--- src/rtl/multi_cycle_controller.sv ---
// Multi-cycle RISC-V control FSM: sequences fetch/decode/execute/memory/writeback
// over a shared ALU and unified memory, with a memory-wait watchdog and a
// sticky error state for undecodable instructions or timeouts.
module multi_cycle_controller #(
  parameter int unsigned WAIT_LIMIT    = 15,
  parameter bit          STRICT_DECODE = 1'b1
) (
  input  logic       clk,
  input  logic       rst,
  input  logic [6:0] opcode,
  input  logic [2:0] func3,
  input  logic [6:0] func7,
  input  logic       zero,
  input  logic       lt,
  input  logic       bge,
  input  logic       mem_ready,
  output logic       PCWrite,
  output logic       AdrSrc,
  output logic       MemRead,
  output logic       MemWrite,
  output logic       IRWrite,
  output logic       RegWrite,
  output logic [1:0] ResultSrc,
  output logic [1:0] ALUSrcA,
  output logic [1:0] ALUSrcB,
  output logic [2:0] ALUControl,
  output logic [2:0] ImmSrc,
  output logic       retire,
  output logic       error,
  output logic [1:0] err_code
);

  localparam int unsigned CW = (WAIT_LIMIT > 0) ? $clog2(WAIT_LIMIT + 1) : 1;

  localparam logic [6:0] OP_R    = 7'd51;
  localparam logic [6:0] OP_I    = 7'd19;
  localparam logic [6:0] OP_LW   = 7'd3;
  localparam logic [6:0] OP_SW   = 7'd35;
  localparam logic [6:0] OP_BR   = 7'd99;
  localparam logic [6:0] OP_JAL  = 7'd111;
  localparam logic [6:0] OP_JALR = 7'd103;
  localparam logic [6:0] OP_LUI  = 7'd55;

  localparam logic [1:0] ERR_ILLEGAL = 2'b01;
  localparam logic [1:0] ERR_TIMEOUT = 2'b10;

  typedef enum logic [3:0] {
    S_FETCH, S_DECODE, S_EXEC_R, S_EXEC_I, S_ALU_WB, S_MEM_ADR, S_MEM_READ,
    S_MEM_WB, S_MEM_WRITE, S_BRANCH, S_JUMP, S_JALR, S_LINK, S_LUI, S_ERROR
  } state_t;

  state_t        state;
  state_t        next_state;
  logic [CW-1:0] wait_cnt;
  logic [1:0]    err_q;
  logic [1:0]    err_next;
  logic          timeout;
  logic          legal;
  logic          wait_state;

  // Watchdog fires when the counter reaches the limit and memory still has not answered.
  always_comb begin
    timeout    = (WAIT_LIMIT != 0) && !mem_ready && (wait_cnt == CW'(WAIT_LIMIT));
    wait_state = (state == S_FETCH) || (state == S_MEM_READ) || (state == S_MEM_WRITE);
  end

  assign err_code = err_q;

  // State register, wait counter (cleared on every state change) and latched error cause.
  always_ff @(posedge clk or posedge rst) begin
    if (rst) begin
      state    <= S_FETCH;
      wait_cnt <= '0;
      err_q    <= 2'b00;
    end else begin
      state <= next_state;
      if (next_state != state) begin
        wait_cnt <= '0;
      end else if (wait_state && !mem_ready) begin
        wait_cnt <= wait_cnt + CW'(1);
      end
      if (next_state == S_ERROR && state != S_ERROR) begin
        err_q <= err_next;
      end
    end
  end

  // Next-state and control-strobe decode.
  always_comb begin
    next_state = state;
    err_next   = 2'b00;
    legal      = 1'b1;
    PCWrite    = 1'b0;
    AdrSrc     = 1'b0;
    MemRead    = 1'b0;
    MemWrite   = 1'b0;
    IRWrite    = 1'b0;
    RegWrite   = 1'b0;
    ResultSrc  = 2'b00;
    ALUSrcA    = 2'b00;
    ALUSrcB    = 2'b00;
    ALUControl = 3'b000;
    ImmSrc     = 3'b000;
    retire     = 1'b0;
    error      = 1'b0;

    case (state)
      S_FETCH: begin
        // State register already sits in FETCH during reset; keep strobes low then.
        if (!rst) begin
          MemRead   = 1'b1;
          ALUSrcB   = 2'b10;
          ResultSrc = 2'b10;
          IRWrite   = mem_ready;
          PCWrite   = mem_ready;
        end
        if (mem_ready) begin
          next_state = S_DECODE;
        end else if (timeout) begin
          next_state = S_ERROR;
          err_next   = ERR_TIMEOUT;
        end
      end

      S_DECODE: begin
        ALUSrcA = 2'b01;
        ALUSrcB = 2'b01;
        if (opcode == OP_BR)       ImmSrc = 3'b010;
        else if (opcode == OP_JAL) ImmSrc = 3'b011;
        case (opcode)
          OP_R:          next_state = S_EXEC_R;
          OP_I:          next_state = S_EXEC_I;
          OP_LW, OP_SW:  next_state = S_MEM_ADR;
          OP_BR:         next_state = S_BRANCH;
          OP_JAL:        next_state = S_JUMP;
          OP_JALR:       next_state = S_JALR;
          OP_LUI:        next_state = S_LUI;
          default: begin
            next_state = S_ERROR;
            err_next   = ERR_ILLEGAL;
          end
        endcase
      end

      S_EXEC_R: begin
        ALUSrcA = 2'b10;
        case ({func7, func3})
          10'd0:   ALUControl = 3'b000;
          10'd256: ALUControl = 3'b001;
          10'd4:   ALUControl = 3'b100;
          10'd6:   ALUControl = 3'b011;
          10'd7:   ALUControl = 3'b010;
          10'd2:   ALUControl = 3'b101;
          10'd3:   ALUControl = 3'b110;
          default: legal = 1'b0;
        endcase
        if (legal || !STRICT_DECODE) begin
          next_state = S_ALU_WB;
        end else begin
          next_state = S_ERROR;
          err_next   = ERR_ILLEGAL;
        end
      end

      S_EXEC_I: begin
        ALUSrcA = 2'b10;
        ALUSrcB = 2'b01;
        case (func3)
          3'b000:  ALUControl = 3'b000;
          3'b100:  ALUControl = 3'b100;
          3'b110:  ALUControl = 3'b011;
          3'b111:  ALUControl = 3'b010;
          3'b010:  ALUControl = 3'b101;
          3'b011:  ALUControl = 3'b110;
          default: legal = 1'b0;
        endcase
        if (legal || !STRICT_DECODE) begin
          next_state = S_ALU_WB;
        end else begin
          next_state = S_ERROR;
          err_next   = ERR_ILLEGAL;
        end
      end

      S_ALU_WB: begin
        RegWrite   = 1'b1;
        retire     = 1'b1;
        next_state = S_FETCH;
      end

      S_MEM_ADR: begin
        ALUSrcA = 2'b10;
        ALUSrcB = 2'b01;
        if (opcode == OP_SW) ImmSrc = 3'b001;
        if (func3 == 3'b010 || !STRICT_DECODE) begin
          next_state = (opcode == OP_SW) ? S_MEM_WRITE : S_MEM_READ;
        end else begin
          next_state = S_ERROR;
          err_next   = ERR_ILLEGAL;
        end
      end

      S_MEM_READ: begin
        AdrSrc  = 1'b1;
        MemRead = 1'b1;
        if (mem_ready) begin
          next_state = S_MEM_WB;
        end else if (timeout) begin
          next_state = S_ERROR;
          err_next   = ERR_TIMEOUT;
        end
      end

      S_MEM_WB: begin
        ResultSrc  = 2'b01;
        RegWrite   = 1'b1;
        retire     = 1'b1;
        next_state = S_FETCH;
      end

      S_MEM_WRITE: begin
        AdrSrc   = 1'b1;
        MemWrite = 1'b1;
        if (mem_ready) begin
          retire     = 1'b1;
          next_state = S_FETCH;
        end else if (timeout) begin
          next_state = S_ERROR;
          err_next   = ERR_TIMEOUT;
        end
      end

      S_BRANCH: begin
        ALUSrcA    = 2'b10;
        ALUControl = 3'b001;
        case (func3)
          3'b000:  PCWrite = zero;
          3'b001:  PCWrite = !zero;
          3'b100:  PCWrite = lt;
          3'b101:  PCWrite = bge;
          default: legal = 1'b0;
        endcase
        // Unknown branch kinds always trap, even with relaxed decode.
        if (legal) begin
          retire     = 1'b1;
          next_state = S_FETCH;
        end else begin
          next_state = S_ERROR;
          err_next   = ERR_ILLEGAL;
        end
      end

      S_JUMP: begin
        PCWrite    = 1'b1;
        next_state = S_LINK;
      end

      S_JALR: begin
        ALUSrcA    = 2'b10;
        ALUSrcB    = 2'b01;
        ResultSrc  = 2'b10;
        PCWrite    = 1'b1;
        next_state = S_LINK;
      end

      S_LINK: begin
        ALUSrcA    = 2'b01;
        ALUSrcB    = 2'b10;
        ResultSrc  = 2'b10;
        RegWrite   = 1'b1;
        retire     = 1'b1;
        next_state = S_FETCH;
      end

      S_LUI: begin
        ImmSrc     = 3'b100;
        ResultSrc  = 2'b11;
        RegWrite   = 1'b1;
        retire     = 1'b1;
        next_state = S_FETCH;
      end

      S_ERROR: begin
        error      = 1'b1;
        next_state = S_ERROR;
      end

      default: next_state = S_FETCH;
    endcase
  end

endmodule

--- config.mk ---
export PLATFORM = sky130hd
export DESIGN_NAME = multi_cycle_controller
export DESIGN_NICKNAME = d
export VERILOG_FILES = /design/src/rtl/multi_cycle_controller.sv
export SDC_FILE = /design/constraint.sdc
export NUM_CORES = 1
export LEC_CHECK = 0
export ABC_AREA = 1
export BUFFER_PORTS_ARGS = -buffer_cell sky130_fd_sc_hd__buf_2
export CAP_MARGIN = 10
export CORE_AREA = 3 3 58 60
export DETAILED_ROUTE_END_ITERATION = 6
export DIE_AREA = 0 0 61 63
export PLACE_DENSITY = 0.8
export SYNTH_ARGS = -nofsm -noshare
export SYNTH_HDL_FRONTEND = slang
export SYNTH_SLANG_ARGS = --single-unit
--- constraint.sdc ---
create_clock -name clk -period 1.5 [get_ports clk]
set_input_delay 0.225 -clock clk [delete_from_list [all_inputs] [get_ports clk]]
set_output_delay 0.225 -clock clk [all_outputs]
set_load 0.03 [all_outputs]
==> metrics, run 1 <==
via count of the first global-routing pass 1787; CP Max Fanout 5; Max-slew headroom 0.664; all-layer global routing usage 0.233; Worst-Skew Late Latency 0.26 ns; CTS H-Tree Depth 1; fin crit share 1.39; Post-Route WL 6100 µm; CP endpoint kind output port; Worst-path clk slew 0.06 ns; Initial DRC Count 224; CP peak stage delay 0.49 ns; share of cells above drive strength 1 0.541; largest net degree at the start of global routing 11; area grow syn2layout 89.1%; antenna diode count 0; met1 Usage GRT 0.285; sequential share of the synthesized area 0.192; Area after DPL 0.00201 mm²; CP delay by family, top buffers and inverters; first-pass GRT wire length 7160 µm; Leak 1.35 nW; GPL Wtd Cong 0.948; CTS Root Cell clkbuf_4; Most common cell on crit path buf_6; crit path cell chain buf_6 -> nand2_2 -> buf_4 -> nor2_4 -> inv_2 -> nand2_4 -> a21oi_4 -> o221ai_2 -> buf_6; status complete, but fails checks; fin worst setup slack -0.580 ns; HPWL Detailed 3280 µm; CTS Sinks 10; routed len/inst 16.2 µm; number of vias per cell 5.72; Fin Clk Skew 0.00336 ns; final global-route overflow total 0; CORE AREA 0.00298 mm²; Critical Path Source Type register; RSZ-0062 raised after global routing true; CTS max path bufs 2; number of routed nets with antenna violations 0; area of the multi-input gates 0.00113 mm²; Final setup viols 29; yosys warns 0; pre-CTS WS -0.230 ns; Crit Path Class reg2out; Cells after DPL 363; worst slew pin tran 0.498 ns; cell area after layout 0.00247 mm²; die width 61 µm; arrival time at the worst endpoint 1.85 ns; IR drop worst, VDD 1090 µV; Max-Cap Viols 0; Hold Path Class in2async; CTS tree built; CP bufs+invs 4; max-slew violations 0; Mean Syn Cell Area 5.53 µm²; CP required 1.27 ns; Tmin final 2.08 ns; chip height 63 µm; setup TNS -8.13 ns; Cell Count, Final, Fillers Out 377; Post-Syn Nets 260; power per cell area 1690 mW/mm²; Net count, final 369; IO Port Bufs 44; Mapped Cells 236; starting density of the core 0.438; # fillers 155; initial antenna violation count 0; Final Hold Fails 0; met2 Track Usage GR 0.397; M3 GR Usage 0.0331; Peak Freq 481 MHz; FP Rows 20; Yosys cell types 27; Remaining DRCs 0; CTS buffer count 3; die area 0.00384 mm²; CP max-delay cell dfrtp_2; I/O pin total 45; Register Area 255 µm²; busiest grt layer met2; Syn Std Cell Area 0.00131 mm²; failing checks setup timing; vias 2157; DRT Pass-1 Iters 5; #FFs+latches synth 10
-- synthesized netlist by cell type --
| library cell | n | area, µm² |
|---|---|---|
| nand2_1 | 70 | 263 |
| a31oi_1 | 2 | 12.5 |
| o21ai_0 | 7 | 35.0 |
| inv_1 | 35 | 131 |
| dfrtp_1 | 10 | 250 |
| nand2_4 | 1 | 11.3 |
| o221ai_1 | 1 | 8.76 |
| nand3b_1 | 1 | 7.51 |
| ha_1 | 1 | 12.5 |
| clkinv_1 | 1 | 3.75 |
| a31o_2 | 1 | 8.76 |
| nand4_1 | 8 | 50.1 |
| o22ai_1 | 3 | 18.8 |
| inv_2 | 4 | 15.0 |
| o211ai_1 | 2 | 15.0 |
| o21ai_1 | 1 | 5.00 |
| nand2_2 | 6 | 37.5 |
| buf_4 | 1 | 7.51 |
| nor3b_2 | 1 | 12.5 |
| a21oi_1 | 5 | 25.0 |
| nor2_1 | 40 | 150 |
| xor2_1 | 3 | 26.3 |
| nor3_1 | 1 | 5.00 |
| mux2i_1 | 1 | 10.0 |
| nor2_2 | 6 | 37.5 |
| nand3_1 | 19 | 95.1 |
| nand3_2 | 5 | 50.1 |
-- what timing repair did --
item,4_1_cts,5_1_grt
setup buffers,3,7
gates resized for setup,59,54
pin swaps,14,16
hold endpoints to repair,0,0
setup endpoints to repair,27,29
hold buffers,0,0
-- routing by layer --
metal	vias up	wire length, µm	part of all wire
li1	974	-	-
met5	-	0	0
met1	964	2240	0.37
met4	0	506	0.083
met3	60	533	0.087
met2	159	2820	0.46
-- cell type report --
type | count | share of cell area
multi-input cells | 185 | 0.459
repair buffers | 105 | 0.339
flip-flops and latches | 10 | 0.103
inverters | 40 | 0.0669
well taps | 33 | 0.0167
clock buffers | 4 | 0.0147
-- report_power, final --
group          internal, mW  total [mW]  switching, mW  leakage, nW
Sequential            0.353       0.505          0.153        0.127
Clock                 0.147       0.233         0.0860       0.0210
Combinational          1.46        3.42           1.96         1.20
Total                  1.96        4.16           2.20         1.35
-- tightest hold or removal path: cells and delay by family --
family / cells / cell delay (ns)
buf+inv: 3 / 0.45
-- state kept, by name, summed over array words and instances (netlist names) --
register,flops
state,4
wait_cnt,4
err_code,2
-- worst paths after layout --
kind	from	end	slack, ns	cells past startpoint
min in group clk	err_code[1]	err_code[1]	0.48	2
hold reg to reg	err_code[1]	err_code[1]	0.48	2
setup reg to reg	state[2]	wait_cnt[0]	-0.46	13
hold / removal	rst	err_code[1]	0.06	3
max in group asynchronous	rst	state[2]	1.29	3
setup / recovery	state[2]	retire	-0.58	9
-- layout by cell type (no fill, tap or decap), types with 2 or more instances in the layout --
| cell | n |
|---|---|
| a21oi_1 | 2 |
| a21oi_2 | 2 |
| a31oi_1 | 2 |
| buf_2 | 24 |
| buf_4 | 52 |
| buf_6 | 29 |
| clkbuf_4 | 3 |
| dfrtp_1 | 6 |
| dfrtp_2 | 4 |
| inv_1 | 24 |
| inv_2 | 9 |
| inv_4 | 6 |
| nand2_1 | 56 |
| nand2_2 | 15 |
| nand2_4 | 6 |
| nand3_1 | 17 |
| nand3_2 | 6 |
| nand4_1 | 8 |
| nor2_1 | 27 |
| nor2_2 | 7 |
| nor2_4 | 12 |
| o211ai_1 | 2 |
| o21ai_0 | 2 |
| o21ai_1 | 5 |
| xor2_1 | 3 |
-- kinds of logic (layout without fill, tap and decap cells) --
kind of cell / Yosys count / in the layout / synth area share
multiplexers: 1 / 1 / 0.00767
adder cells (fa/ha/maj): 1 / 1 / 0.00959
buffers and inverters: 41 / 149 / 0.121
AO/OA/AOI/OAI: 22 / 22 / 0.0987
flip-flops: 10 / 10 / 0.192
XOR/XNOR: 3 / 3 / 0.0201
AND/OR/NAND/NOR: 158 / 158 / 0.551
-- through the flow --
stage	hold WS, ns	utilization	power (mW)
3_5_place_dp	0.272	0.674	2.88
4_1_cts	0.00708	0.757	3.48
6_report	0.0629	0.829	4.16
5_1_grt	0.0644	0.829	4.40
3_3_place_gp	0.271	0.674	2.85
2_1_floorplan	0.0733	-	2.00
Power figures use the tool's default switching activity.
==> run 2: changes to the inputs <==
Settings changed: CELL_PAD_IN_SITES_DETAIL_PLACEMENT from default to 0, CELL_PAD_IN_SITES_GLOBAL_PLACEMENT from default to 1, CORE_AREA 3 3 58 60 to 3 3 72 74, DIE_AREA 0 0 61 63 to 0 0 75 77, PLACE_DENSITY 0.8 to 0.79.
==> run 2 against run 1 <==
Against the previous run: the flow still finishes with violations (setup timing); via count down 15%; setup slack improved by 0.25 ns; sequential cell count stayed put; clock-buffer cell count stayed put; wire length decreased by 24%; maximum frequency rose by 13%; hold slack lost 0.0035 ns; sequential share of layout area increased by 0.15 points; critical endpoint unchanged; utilization is 31 points lower.
==> metrics, run 2 (synthesis gave the netlist of run 1 again) <==
status complete, but fails checks; failing checks setup timing; CP Max Fanout 4 (-1); share of cells above drive strength 1 0.519 (-0.0221); CTS tree built; initial antenna violation count 0 (unchanged); die width 75 µm (+23%); cell area after layout 0.00243 mm² (-1.5%); number of vias per cell 4.55 (-20%); Leak 1.35 nW (+0.19%); Tmin final 1.83 ns (-0.245 ns); IR drop worst, VDD 724 µV (-34%); M3 GR Usage 0.0210 (-0.0121); CTS H-Tree Depth 1 (unchanged); fin worst setup slack -0.334 ns (+0.245 ns); power per cell area 1620 mW/mm² (-4.1%); # fillers 444 (+190%); HPWL Detailed 3640 µm (+11%); Initial DRC Count 116 (-48%); Area after DPL 0.00208 mm² (+3.8%); Max-slew headroom 0.719 (+0.0550); Crit Path Class reg2out; CTS Sinks 10 (unchanged); Hold Buf Count CTS 0 (unchanged); worst slew pin tran 0.417 ns (-0.0816 ns); arrival time at the worst endpoint 1.61 ns (-0.24 ns); chip height 77 µm (+22%); fin crit share 1.22 (-0.164); first-pass GRT wire length 7870 µm (+10%); vias 1834 (-15%); GPL Wtd Cong 0.885 (-6.6%); die area 0.00578 mm² (+50%); CORE AREA 0.00466 mm² (+57%); FP Rows 25 (+25%); number of routed nets with antenna violations 0 (unchanged); Power Internal 2.00 mW (+1.8%); max-slew violations 0 (unchanged); Fin Clk Skew 0.000212 ns (-0.00315 ns); RSZ-0062 raised after global routing true; part of the power in registers 0.119 (-0.002); met2 Track Usage GR 0.280 (-0.117); Cells after DPL 389 (+7.2%); routed len/inst 11.4 µm (-29%); final global-route overflow total 0 (unchanged); pre-CTS WS -0.250 ns (-0.0198 ns); Hold Path Class in2async; starting density of the core 0.280 (-0.158); CTS max path bufs 2 (unchanged); Worst-path clk slew 0.05 ns (about the same); met1 Usage GRT 0.229 (-0.0557); via count of the first global-routing pass 1794 (+0.39%); CTS buffer count 3 (unchanged); Sw Pwr 1.94 mW (-12%); IO Port Bufs 44 (unchanged); Post-Route WL 4610 µm (-24%); area grow syn2layout 86.3%; Net count, final 374 (+1.4%); busiest grt layer met2; Peak Freq 545 MHz (+13%); I/O pin total 45 (unchanged); Pwr Total 3.93 mW (-5.5%); CP endpoint kind output port; Worst-Skew Late Latency 0.24 ns (-0.02 ns); Hold WS 0.0594 ns (-0.00352 ns); Clock Power Share 0.086 (+0.030); Logic pwr share 0.795 (-0.028); largest net degree at the start of global routing 11 (unchanged); Register Area 255 µm² (unchanged); commonest non-fill, non-tap cell in the layout buf_4; antenna diode count 0 (unchanged); Remaining DRCs 0 (unchanged); CTS Root Cell clkbuf_8; Cell Count, Final, Fillers Out 403 (+6.9%); Final setup viols 28 (-3.4%); CP required 1.27 ns (about the same); Max-Cap Viols 0 (unchanged); Final Hold Fails 0 (unchanged); Switching Share 0.493 (-0.0361); most frequent cells in the layout buf_4 (67), nand2_1 (62), nor2_1 (29); Critical Path Source Type register; DRT Pass-1 Iters 4 (-1); all-layer global routing usage 0.170 (-0.0637); area of the multi-input gates 0.00106 mm² (-6.0%)
run 2: power by group through the flow:
| stage | Clock [mW] | Combinational (mW) | Sequential [mW] |
|---|---|---|---|
| after floorplan | 0 | 1.51 | 0.490 |
| after global placement | 0 | 2.51 | 0.464 |
| after detailed placement | 0 | 2.52 | 0.470 |
| after CTS | 0.347 | 2.99 | 0.459 |
| after global routing | 0.362 | 3.41 | 0.480 |
| final | 0.340 | 3.13 | 0.467 |
run 2: timing repair:
action,CTS,global route
endpoints found under the setup margin,28,29
pin swaps,10,6
gates resized for setup,52,21
buffers inserted,8,2
run 2: cell type report:
| class | count | area share |
|---|---|---|
| clock buffers | 4 | 0.0226 |
| inverters | 40 | 0.0638 |
| well taps | 54 | 0.0278 |
| multi-input cells | 185 | 0.438 |
| flip-flops and latches | 10 | 0.105 |
| repair buffers | 110 | 0.343 |
run 2: metrics by stage:
step,util,TNS (ns)
after global placement,0.447,-1.82
final,0.522,-5.65
after detailed placement,0.447,-2.11
after CTS,0.507,-4.80
after floorplan,-,-0.722
after global routing,0.522,-7.79
run 2: worst max-delay path: stages (launching register included):
cell	delay, ns
dfrtp_2	0.43
buf_12	0.14
nand2_1	0.15
inv_1	0.07
nand2_1	0.11
nand2_4	0.07
a21oi_4	0.14
o221ai_2	0.11
buf_6	0.15
run 2: metal layers:
metal / vias up / wire length (µm)
met5: - / 0
li1: 981 / -
met1: 804 / 2100
met4: 0 / 51
met2: 44 / 2270
met3: 5 / 184
run 2: worst paths after layout:
path,slack (ns),endpoint,depth (start not counted),startpoint
setup / recovery,-0.33,retire,8,state[1]
hold / removal,0.06,wait_cnt[2],3,rst
setup reg to reg,-0.30,wait_cnt[0],10,state[1]
hold reg to reg,0.48,err_code[1],2,err_code[1]
max in group asynchronous,1.29,state[2],3,rst
min in group clk,0.44,state[2],5,opcode[6]
==> run 3: changes to the inputs <==
==> constraint.sdc (replaced) <==
create_clock -name clk -period 1.5 [get_ports clk]
set_input_delay 0 -clock clk [delete_from_list [all_inputs] [get_ports clk]]
set_output_delay 0 -clock clk [all_outputs]
set_load 0.03 [all_outputs]
==> run 3 against run 2 <==
Against the previous run: the flow still finishes with violations (setup timing); combinational power up 36%; register-to-register slack worse by 0.11 ns; total power rose by 30%; critical endpoint is now wait_cnt[0].
==> metrics, run 3 (synthesis gave the netlist of run 1 again) <==
Hold Path Class in2reg; routed len/inst 14.1 µm (+24%); via count of the first global-routing pass 1895 (+5.6%); Peak Freq 523 MHz (-4.1%); CP peak stage delay 0.52 ns (+0.09 ns); CTS tree built; CTS buffer count 3 (unchanged); HPWL Detailed 3660 µm (+0.53%); initial antenna violation count 0 (unchanged); final global-route overflow total 0 (unchanged); FP Rows 25 (unchanged); commonest non-fill, non-tap cell in the layout buf_4; fin crit share 1.27 (+0.0520); die width 75 µm (unchanged); GPL Wtd Cong 0.856 (-3.3%); area grow syn2layout 114%; pre-CTS WS -0.364 ns (-0.114 ns); Fin Clk Skew 0.00470 ns (+0.00449 ns); number of vias per cell 4.97 (+9.1%); DRT Pass-1 Iters 4 (unchanged); Tmin final 1.91 ns (+0.0780 ns); arrival time at the worst endpoint 2.08 ns (+0.47 ns); crit path cell chain nor2_4 -> buf_6 -> nand2_1 -> nand3_2 -> nor2_4 -> nand3_2 -> buf_6 -> nand2_2 -> nand4_1 -> nor2_2 -> nand2_2 -> nor2_1; Hold WS 0.229 ns (+0.170 ns); RSZ-0062 raised after global routing true; Max-slew headroom 0.714 (-0.00502); CP Max Fanout 7 (+3); die area 0.00578 mm² (unchanged); first-pass GRT wire length 8310 µm (+5.6%); Net count, final 389 (+4.0%); CTS Root Cell clkbuf_8; FF-to-FF Start state[3]; Area after DPL 0.00197 mm² (-5.5%); vias 2076 (+13%); Final Hold Fails 0 (unchanged); worst slew pin tran 0.424 ns (+0.00745 ns); largest net degree at the start of global routing 11 (unchanged); max-slew violations 0 (unchanged); failing checks setup timing; Initial DRC Count 166 (+43%); IR drop worst, VDD 791 µV (+9.1%); Post-Route WL 5910 µm (+28%); cell area after layout 0.00280 mm² (+15%); starting density of the core 0.280 (unchanged); setup TNS -4.50 ns (+1.15 ns); Crit Path Class reg2reg; most frequent cells in the layout buf_4 (59), nand2_1 (52), buf_6 (39); chip height 77 µm (unchanged); IO Port Bufs 44 (unchanged); Remaining DRCs 0 (unchanged); Worst-Skew Late Latency 0.24 ns (about the same); Worst Hold Launch mem_ready; CTS Sinks 10 (unchanged); Leak 1.51 nW (+12%); all-layer global routing usage 0.179 (+0.00948); CP startpoint state[3]; Finished Core Util 0.600 (+0.0787); CTS max path bufs 2 (unchanged); Final setup viols 24 (-14%); CP required 1.67 ns (+0.40 ns); number of routed nets with antenna violations 0 (unchanged); area of the multi-input gates 0.00124 mm² (+16%); Max-Cap Viols 0 (unchanged); antenna diode count 0 (unchanged); CORE AREA 0.00466 mm² (unchanged); # fillers 379 (-15%); CP max-delay cell dfrtp_2; CP endpoint kind register; share of cells above drive strength 1 0.591 (+0.0720); Critical Path Source Type register; power per cell area 1830 mW/mm² (+13%); Worst-path clk slew 0.05 ns (about the same); I/O pin total 45 (unchanged); status complete, but fails checks; Register Area 254 µm² (-0.49%); fin worst setup slack -0.412 ns (-0.0780 ns); CTS H-Tree Depth 1 (unchanged)
## run 3: repair_timing
action / in CTS / in global routing
pin swaps: 25 / 29
endpoints found under the hold margin: 10 / 0
endpoints found under the setup margin: 23 / 25
hold buffers: 1 / 0
resized for setup: 84 / 71
buffers inserted: 19 / 20
## run 3: cell type report
cell class,count,share of cell area
flip-flops and latches,10,0.0908
repair buffers,125,0.365
inverters,40,0.0581
well taps,54,0.0242
clock buffers,4,0.0197
multi-input cells,185,0.442
## run 3: per-stage QoR
| step | total power, mW | instances |
|---|---|---|
| CTS | 4.11 | 402 |
| floorplan | 1.95 | 236 |
| global placement | 2.92 | 379 |
| detailed placement | 2.94 | 379 |
| global route | 5.38 | 418 |
| finish | 5.12 | 418 |
## run 3: critical path: cells and delay by family, from the launching register on
kind / cells / cell delay [ns]
buffers and inverters: 2 / 0.27
and+or+nand+nor: 10 / 1.05
DFF: 1 / 0.52
## run 3: final timing paths
kind,to,slack (ns),depth (start not counted)
worst max-delay path,wait_cnt[0],-0.41,12
worst min-delay path,state[0],0.23,4
worst max register to register,wait_cnt[0],-0.41,12
worst min register to register,err_code[1],0.47,2
max in group asynchronous,state[1],0.92,4
min in group asynchronous,wait_cnt[1],0.42,4
## run 3: where the power goes
| group | switching, mW | internal [mW] | total, mW | leakage (nW) |
|---|---|---|---|---|
| clock network | 0.114 | 0.231 | 0.346 | 0.0288 |
| registers | 0.156 | 0.352 | 0.508 | 0.128 |
| logic | 2.22 | 2.05 | 4.26 | 1.35 |
| total | 2.49 | 2.63 | 5.12 | 1.51 |
## run 3: per-layer routing
metal / vias to the layer above / routed length [µm] / track usage / share of wire
met2: 68 / 3130 / 0.320 / 0.53
li1: 1011 / - / - / -
met1: 983 / 2390 / 0.229 / 0.40
met4: 0 / 111 / 0.0427 / 0.019
met5: - / 0 / 0 / 0
met3: 14 / 274 / 0.00917 / 0.046
